===== config.mk =====
export PLATFORM = sky130hd
export DESIGN_NAME = lfsr_arbiter
export DESIGN_NICKNAME = d
export VERILOG_FILES = /design/src/rtl/lfsr_arbiter.sv
export SDC_FILE = /design/constraint.sdc
export NUM_CORES = 1
export LEC_CHECK = 0
export CORE_UTILIZATION = 36
export DETAILED_ROUTE_END_ITERATION = 8
export PLACE_DENSITY = 0.78
export SKIP_CTS_REPAIR_TIMING = 1
export SLEW_MARGIN = 30
export SYNTH_ARGS = -nofsm -noshare
export SYNTH_HDL_FRONTEND = slang
export SYNTH_SLANG_ARGS = --single-unit

===== constraint.sdc =====
create_clock -name clk -period 1.3 [get_ports clk]
set_input_delay 0.39 -clock clk [delete_from_list [all_inputs] [get_ports clk]]
set_output_delay 0.39 -clock clk [all_outputs]
set_load 0.02 [all_outputs]

===== src/rtl/lfsr_arbiter.sv =====
// -----------------------------------------------------------------------------
// lfsr_arbiter
// Two-requester round-robin arbiter that hands out 4-bit pseudo-random words
// taken from a Fibonacci LFSR (next = {q[2:0], q[3]^q[2]}, period 15).
//
// Ports
//   clk        : single clock, every register updates on its rising edge
//   reset      : synchronous, active-low reset
//   seed_valid : request to load seed_data into the LFSR (wins over req)
//   seed_data  : new LFSR seed; zero is replaced by 4'b0001
//   req[1:0]   : req[i] high = requester i wants one random word
//   gnt[1:0]   : one-hot, one-cycle grant pulse
//   rnd_data   : random word, nonzero only while gnt is nonzero
//   seed_err   : one-cycle pulse after a zero seed was substituted
//   lfsr_o     : current LFSR state
//   gnt_cnt0/1 : saturating per-requester grant counters, present only when
//                the macro LFSR_ARBITER_STATS_EN is defined
//
// FSM: IDLE -> RESEED (seed_valid) or GRANT (any req); both return to IDLE.
// The LFSR only steps on the edge leaving GRANT, so an idle arbiter keeps
// its state and a reset during GRANT discards the pending step.
// -----------------------------------------------------------------------------
module lfsr_arbiter #(
    parameter logic [3:0] SEED_DEFAULT = 4'b0001
) (
    input  logic       clk,
    input  logic       reset,
    input  logic       seed_valid,
    input  logic [3:0] seed_data,
    input  logic [1:0] req,
    output logic [1:0] gnt,
    output logic [3:0] rnd_data,
    output logic       seed_err,
    output logic [3:0] lfsr_o
`ifdef LFSR_ARBITER_STATS_EN
    ,
    output logic [7:0] gnt_cnt0,
    output logic [7:0] gnt_cnt1
`endif
);

    // An all-zero LFSR would lock up, so a zero default is replaced.
    localparam logic [3:0] SEED_RESET = (SEED_DEFAULT == 4'b0000) ? 4'b0001 : SEED_DEFAULT;

    typedef enum logic [1:0] {
        IDLE   = 2'd0,
        GRANT  = 2'd1,
        RESEED = 2'd2
    } state_t;

    state_t     state_reg, state_next;
    logic [3:0] lfsr_reg, lfsr_next;
    logic       winner_reg, winner_next;   // requester being granted
    logic       prio_reg, prio_next;       // requester favoured on a tie
    logic       seed_err_reg, seed_err_next;
    logic       pick;

    // Winner selection: a lone requester always wins; on a tie the
    // priority pointer decides. The pointer always points away from the
    // most recent winner, and resets to favour requester 0.
    always_comb begin
        pick = 1'b0;
        case (req)
            2'b01:   pick = 1'b0;
            2'b10:   pick = 1'b1;
            2'b11:   pick = prio_reg;
            default: pick = 1'b0;
        endcase
    end

    // FSM process 1: state and datapath registers
    always_ff @(posedge clk) begin
        if (!reset) begin
            state_reg    <= IDLE;
            lfsr_reg     <= SEED_RESET;
            winner_reg   <= 1'b0;
            prio_reg     <= 1'b0;
            seed_err_reg <= 1'b0;
        end else begin
            state_reg    <= state_next;
            lfsr_reg     <= lfsr_next;
            winner_reg   <= winner_next;
            prio_reg     <= prio_next;
            seed_err_reg <= seed_err_next;
        end
    end

    // FSM process 2: next state and datapath next values
    always_comb begin
        state_next    = state_reg;
        lfsr_next     = lfsr_reg;
        winner_next   = winner_reg;
        prio_next     = prio_reg;
        seed_err_next = 1'b0;
        case (state_reg)
            IDLE: begin
                if (seed_valid) begin
                    state_next = RESEED;
                end else if (req != 2'b00) begin
                    state_next  = GRANT;
                    winner_next = pick;
                end
            end
            GRANT: begin
                state_next = IDLE;
                lfsr_next  = {lfsr_reg[2:0], lfsr_reg[3] ^ lfsr_reg[2]};
                prio_next  = ~winner_reg;
            end
            RESEED: begin
                state_next = IDLE;
                if (seed_data == 4'b0000) begin
                    lfsr_next     = 4'b0001;
                    seed_err_next = 1'b1;
                end else begin
                    lfsr_next = seed_data;
                end
            end
            default: state_next = IDLE;
        endcase
    end

    // FSM process 3: outputs (decoded from registered state only)
    always_comb begin
        gnt      = 2'b00;
        rnd_data = 4'b0000;
        if (state_reg == GRANT) begin
            gnt      = winner_reg ? 2'b10 : 2'b01;
            rnd_data = lfsr_reg;
        end
    end

    assign seed_err = seed_err_reg;
    assign lfsr_o   = lfsr_reg;

`ifdef LFSR_ARBITER_STATS_EN
    logic [7:0] gnt_cnt_reg [2];

    genvar gi;
    generate
        for (gi = 0; gi < 2; gi++) begin : g_cnt
            always_ff @(posedge clk) begin
                if (!reset) begin
                    gnt_cnt_reg[gi] <= 8'd0;
                end else if (gnt[gi] && (gnt_cnt_reg[gi] != 8'hFF)) begin
                    gnt_cnt_reg[gi] <= gnt_cnt_reg[gi] + 8'd1;
                end
            end
        end
    endgenerate

    assign gnt_cnt0 = gnt_cnt_reg[0];
    assign gnt_cnt1 = gnt_cnt_reg[1];
`endif

endmodule

==> flow_summary.json, run 1 <==
{
  "drt-initial-drc-count": 6,
  "io_buffers": 19,
  "antenna_cells": 0,
  "drive_gt1_frac": 0.459,
  "cts.path.max_buffers": 2,
  "ant_nets": 0,
  "wl_per_cell_um": 12.4,
  "finalHoldViolCount": 0,
  "dieArea_um2": 1510,
  "clkTransAtPathRegs_ns": 0.06,
  "grt_pass1_wl_mm": 1.82,
  "grt_max_degree": 10,
  "core_um2": 1190,
  "synth_warnings": 0,
  "tightest_slew_ns": 0.242,
  "post-route-util": 0.739,
  "p_int_mw": 0.579,
  "setup_ws_ns": -0.194,
  "fill_cells": 90,
  "rows": 12,
  "die_x_um": 38.9,
  "critPathMaxFanout": 7,
  "design_power_total_mw": 0.817,
  "path_class": "flop to primary output",
  "finClkSkew_ns": 0.0118,
  "largest_register_ffs": 4,
  "start_util": 0.412,
  "netlist_area_um2": 489,
  "io_pins": 20,
  "period_share": 1.15,
  "regArea_um2": 183,
  "avgSynthCellArea_um2": 9.23,
  "clock-sinks": 9,
  "yosysSeqAreaShare": 0.368,
  "grt-ovfl-total": 0,
  "violations": "negative setup slack",
  "grt_pass1_vias": 464,
  "synth_area_leader_cell": "dfxtp_1",
  "switchingPower_mw": 0.238,
  "syn_inst": 53,
  "place_area_um2": 768,
  "hold_class": "flop to flop",
  "vias": 478,
  "rsz0062_at_grt": "true",
  "fin_area_um2": 877,
  "combinationalPowerShare": 0.345,
  "multi_input_area_um2": 350,
  "final_nets": 98,
  "syn2layout_area_growth_pct": 79.3,
  "status": "complete, but fails checks",
  "worstPathRequired_ns": 0.91,
  "cts_buffers": 3,
  "synth_nets": 65,
  "ys_ff_latch": 9,
  "placedCellCount": 95,
  "place.gp.congestion": 0.710,
  "setup_viol": 6,
  "cellLeakagePower_nw": 0.462,
  "power_frac_seq": 0.391,
  "slew_headroom": 0.838,
  "cts_root_buf": "clkbuf_4",
  "layout_commonest_cell": "buf_4",
  "vdd_drop_max_v": 0.000694,
  "p_per_area_nw_per_um2": 932,
  "yosys-top-cells-area": "dfxtp_1, ha_1, and2_1, mux2i_1, o211a_1",
  "cap_violations": 0,
  "finalMaxSlewViolations": 0,
  "hpwl_um": 861,
  "pre_cts_slack_ns": -0.493,
  "cts_tree": "done",
  "grtUsageTotal": 0.184,
  "netSwitchingFraction": 0.292,
  "drcViolationCount": 0,
  "cts_htree_levels": 1,
  "worstSetupStartpointType": "flop",
  "antenna_found_initial": 0,
  "die_height_um": 38.9,
  "pwr-share-clk": 0.264,
  "max_clock_freq_mhz": 669,
  "final_cell_mix": "buf_4, clkdlybuf4s50_1, dfxtp_1",
  "layout.cells.non_filler": 99,
  "finalWorstPathRequiredPeriod_ns": 1.49,
  "first_pass_iters": 4,
  "arrival_ns": 1.10,
  "viasPerCell": 4.83,
  "wl_mm": 1.23,
  "clock_latency_ns": 0.26,
  "endpoint_kind": "primary output",
  "synth.top_cell.area_share": 0.368,
  "yosys.cell_types.count": 23
}
per-stage QoR:
| stage | setup TNS [ns] | hold WS (ns) |
|---|---|---|
| 3_5_place_dp | -3.53 | 0.509 |
| 6_report | -1.08 | 0.531 |
| 4_1_cts | -6.35 | 0.520 |
| 3_3_place_gp | -3.30 | 0.503 |
| 5_1_grt | -1.37 | 0.580 |
| 2_1_floorplan | 0 | 0.466 |
layout make-up:
cell class,instances,area share
inverter,2,0.00856
timing repair buffer,31,0.334
tap,14,0.0200
multi-input combinational,39,0.399
clock buffer,4,0.0300
sequential,9,0.208
power groups by stage:
stage	Combinational, mW	Clock, mW	Sequential, mW
after floorplan	0.0998	0	0.344
after global placement	0.250	0	0.320
after detailed placement	0.252	0	0.321
after CTS	0.254	0.227	0.316
after global routing	0.304	0.234	0.323
final	0.282	0.215	0.320
cell usage after synthesis:
cell type / instances
buf_6: 1
and3_1: 1
o311a_1: 1
ha_1: 3
nand2b_1: 1
nor2_1: 4
xor2_1: 1
nor3b_1: 1
o21a_1: 1
a21oi_1: 2
nor2b_1: 2
nor4_1: 1
nand2_1: 6
o31ai_2: 1
and2_1: 5
o211a_1: 3
mux2i_1: 3
buf_2: 2
nor2b_4: 1
inv_1: 2
a21boi_0: 1
o21ai_0: 1
dfxtp_1: 9
cells by family (layout without fill, tap and decap cells):
logic type	count (synthesis)	after routing	synth area share
AOI/OAI and AO/OA	10	10	0.169
xor gates and xnor gates	1	1	0.0179
adders and majority gates	3	3	0.0767
buffers and inverters	5	37	0.0588
DFF	9	9	0.368
muxes	3	3	0.0614
and+or+nand+nor	22	22	0.248
worst max-delay path, stage by stage (launching register included):
cell and delay [ns]:
dfxtp_2 0.34, inv_2 0.05, ha_4 0.18, and2_4 0.16, buf_6 0.12
path summary, 6_finish.rpt:
| kind | cells after the start | from | endpoint | slack (ns) |
|---|---|---|---|---|
| max | 4 | state_reg[1]$_SDFFE_PN0P_ | rnd_data[2] | -0.19 |
| min | 2 | prio_reg$_SDFFE_PN0N_ | prio_reg$_SDFFE_PN0N_ | 0.53 |
| max reg2reg | 6 | state_reg[1]$_SDFFE_PN0P_ | winner_reg$_SDFFE_PN0P_ | 0.08 |
| min reg2reg | 2 | prio_reg$_SDFFE_PN0N_ | prio_reg$_SDFFE_PN0N_ | 0.53 |
layer usage:
layer  part of all wire  vias up  global-route usage
met1               0.43      215               0.201
li1                   -      244                   -
met3              0.065        2              0.0867
met4             0.0089        0              0.0776
met2               0.49       17               0.300
met5                  0        -                   0
No activity file was read; power rests on OpenSTA's default activity.
==> run 2: changes to the inputs <==
--- a/config.mk
+++ b/config.mk
@@ -5,9 +5,9 @@
 export SDC_FILE = /design/constraint.sdc
 export NUM_CORES = 1
 export LEC_CHECK = 0
-export CORE_UTILIZATION = 36
+export CORE_UTILIZATION = 30
 export DETAILED_ROUTE_END_ITERATION = 8
-export PLACE_DENSITY = 0.78
+export PLACE_DENSITY = 0.68
 export SKIP_CTS_REPAIR_TIMING = 1
 export SLEW_MARGIN = 30
 export SYNTH_ARGS = -nofsm -noshare
==> run 2 against run 1 <==
The run still ends with negative setup slack left; critical path depth did not move; power decreased by 0.89%; sequential share of layout area increased by 0.70 points; critical path type unchanged; critical endpoint unchanged; worst setup slack worse by 0.016 ns; combinational power down 6%.
==> flow_summary.json, run 2 (same netlist as run 1, synthesis figures left out) <==
{
  "tightest_slew_ns": 0.231,
  "die_height_um": 42.4,
  "cellLeakagePower_nw": 0.432,
  "path_class": "flop to primary output",
  "syn2layout_area_growth_pct": 74.7,
  "cts_tree": "done",
  "min_to": "prio_reg$_SDFFE_PN0N_",
  "io_buffers": 19,
  "grtUsageTotal": 0.136,
  "vias": 480,
  "final_nets": 101,
  "layout.cells.non_filler": 104,
  "fin_area_um2": 855,
  "fin_tns_setup_ns": -1.20,
  "grt_max_degree": 8,
  "clock-sinks": 9,
  "cts_root_buf": "clkbuf_4",
  "wl_mm": 1.14,
  "min-delay-start": "prio_reg$_SDFFE_PN0N_",
  "ff2ff_setup_slack_ns": 0.07,
  "cts_htree_levels": 1,
  "p_per_area_nw_per_um2": 948,
  "place.gp.congestion": 0.673,
  "start_util": 0.325,
  "ff2ff_path_depth": 6,
  "finalHoldViolCount": 0,
  "placedCellCount": 100,
  "status": "complete, but fails checks",
  "endpoint_kind": "primary output",
  "ant_nets": 0,
  "finClkSkew_ns": 0.00613,
  "period_share": 1.16,
  "max_clock_freq_mhz": 662,
  "drive_gt1_frac": 0.455,
  "slew_headroom": 0.846,
  "core_um2": 1510,
  "layout_commonest_cell": "buf_4",
  "rsz0062_at_grt": "true",
  "antenna_found_initial": 0,
  "viasPerCell": 4.62,
  "finalMaxSlewViolations": 0,
  "hold_depth": 2,
  "cap_violations": 0,
  "place_area_um2": 793,
  "setup_viol": 6,
  "clkTransAtPathRegs_ns": 0.07,
  "post-route-util": 0.567,
  "cts_buffers": 3,
  "grt-ovfl-total": 0,
  "wl_per_cell_um": 11.0,
  "finalWorstPathRequiredPeriod_ns": 1.51,
  "arrival_ns": 1.12,
  "drcViolationCount": 0,
  "die_x_um": 42.4,
  "rows": 14,
  "hold_class": "flop to flop",
  "worstPathRequired_ns": 0.91,
  "clock_latency_ns": 0.27,
  "dieArea_um2": 1800,
  "worstSetupStartpointType": "flop",
  "drt-initial-drc-count": 4,
  "antenna_cells": 0,
  "r2r_start": "state_reg[1]$_SDFFE_PN0P_",
  "critPathMaxFanout": 7,
  "grt_pass1_vias": 461,
  "setup_ws_ns": -0.210,
  "vdd_drop_max_v": 0.000505,
  "first_pass_iters": 4,
  "cts.path.max_buffers": 2,
  "r2r-end": "winner_reg$_SDFFE_PN0P_",
  "final_cell_mix": "buf_4, clkdlybuf4s50_1, nand2_1, dfxtp_1",
  "largest_register_ffs": 4,
  "io_pins": 20,
  "grt_pass1_wl_mm": 1.81,
  "hpwl_um": 871,
  "violations": "negative setup slack"
}
run 2: changes by cell type in the layout (fill, tap and decap cells not counted), sizes merged:
cell	previous run	this run
clkinv	0	1
dlymetal6s2s	4	2
buf	18	21
clkbuf	5	6
run 2: metal layers:
metal / share of wire / track usage
met5: 0 / 0
met4: 0.030 / 0.113
met3: 0.023 / 0.0259
met2: 0.49 / 0.209
met1: 0.46 / 0.163
run 2: worst max path at each step:
stage | to | from | cells after the start
after detailed placement | gnt[1] | state_reg[1]$_SDFFE_PN0P_ | 4
final | rnd_data[2] | state_reg[1]$_SDFFE_PN0P_ | 4
after floorplan | lfsr_o[0]$_SDFFE_PN1P_ | state_reg[0]$_SDFFE_PP0P_ | 6
after global routing | gnt[0] | state_reg[1]$_SDFFE_PN0P_ | 4
after CTS | gnt[1] | state_reg[1]$_SDFFE_PN0P_ | 4
after global placement | gnt[0] | state_reg[1]$_SDFFE_PN0P_ | 4
run 2: per-stage QoR:
stage          hold WS (ns)  total power [mW]  setup slack, ns
6_report              0.528             0.810           -0.210
5_1_grt               0.567             0.851           -0.249
4_1_cts               0.533             0.814           -0.825
3_5_place_dp          0.515             0.587           -0.519
3_3_place_gp          0.503             0.583           -0.478
2_1_floorplan         0.466             0.444           0.0817
run 2: power breakdown:
part | total (mW) | switching [mW] | leakage (nW) | internal (mW)
registers | 0.320 | 0.0183 | 0.0750 | 0.302
clock network | 0.223 | 0.109 | 0.0177 | 0.114
logic | 0.266 | 0.115 | 0.339 | 0.151
total | 0.810 | 0.243 | 0.432 | 0.567
run 2: final cells by class:
class	instances	area (µm²)
fillers	148	652
multi-input cells	39	323
flip-flops and latches	9	184
repair buffers	34	293
clock inverters	1	5.00
well taps	16	20.0
clock buffers	3	22.5
inverters	2	7.51
run 2: worst max-delay path, stage by stage (launching register included):
cell and delay (ns):
dfxtp_2 0.33, inv_2 0.05, ha_4 0.17, and2_1 0.17, buf_6 0.13
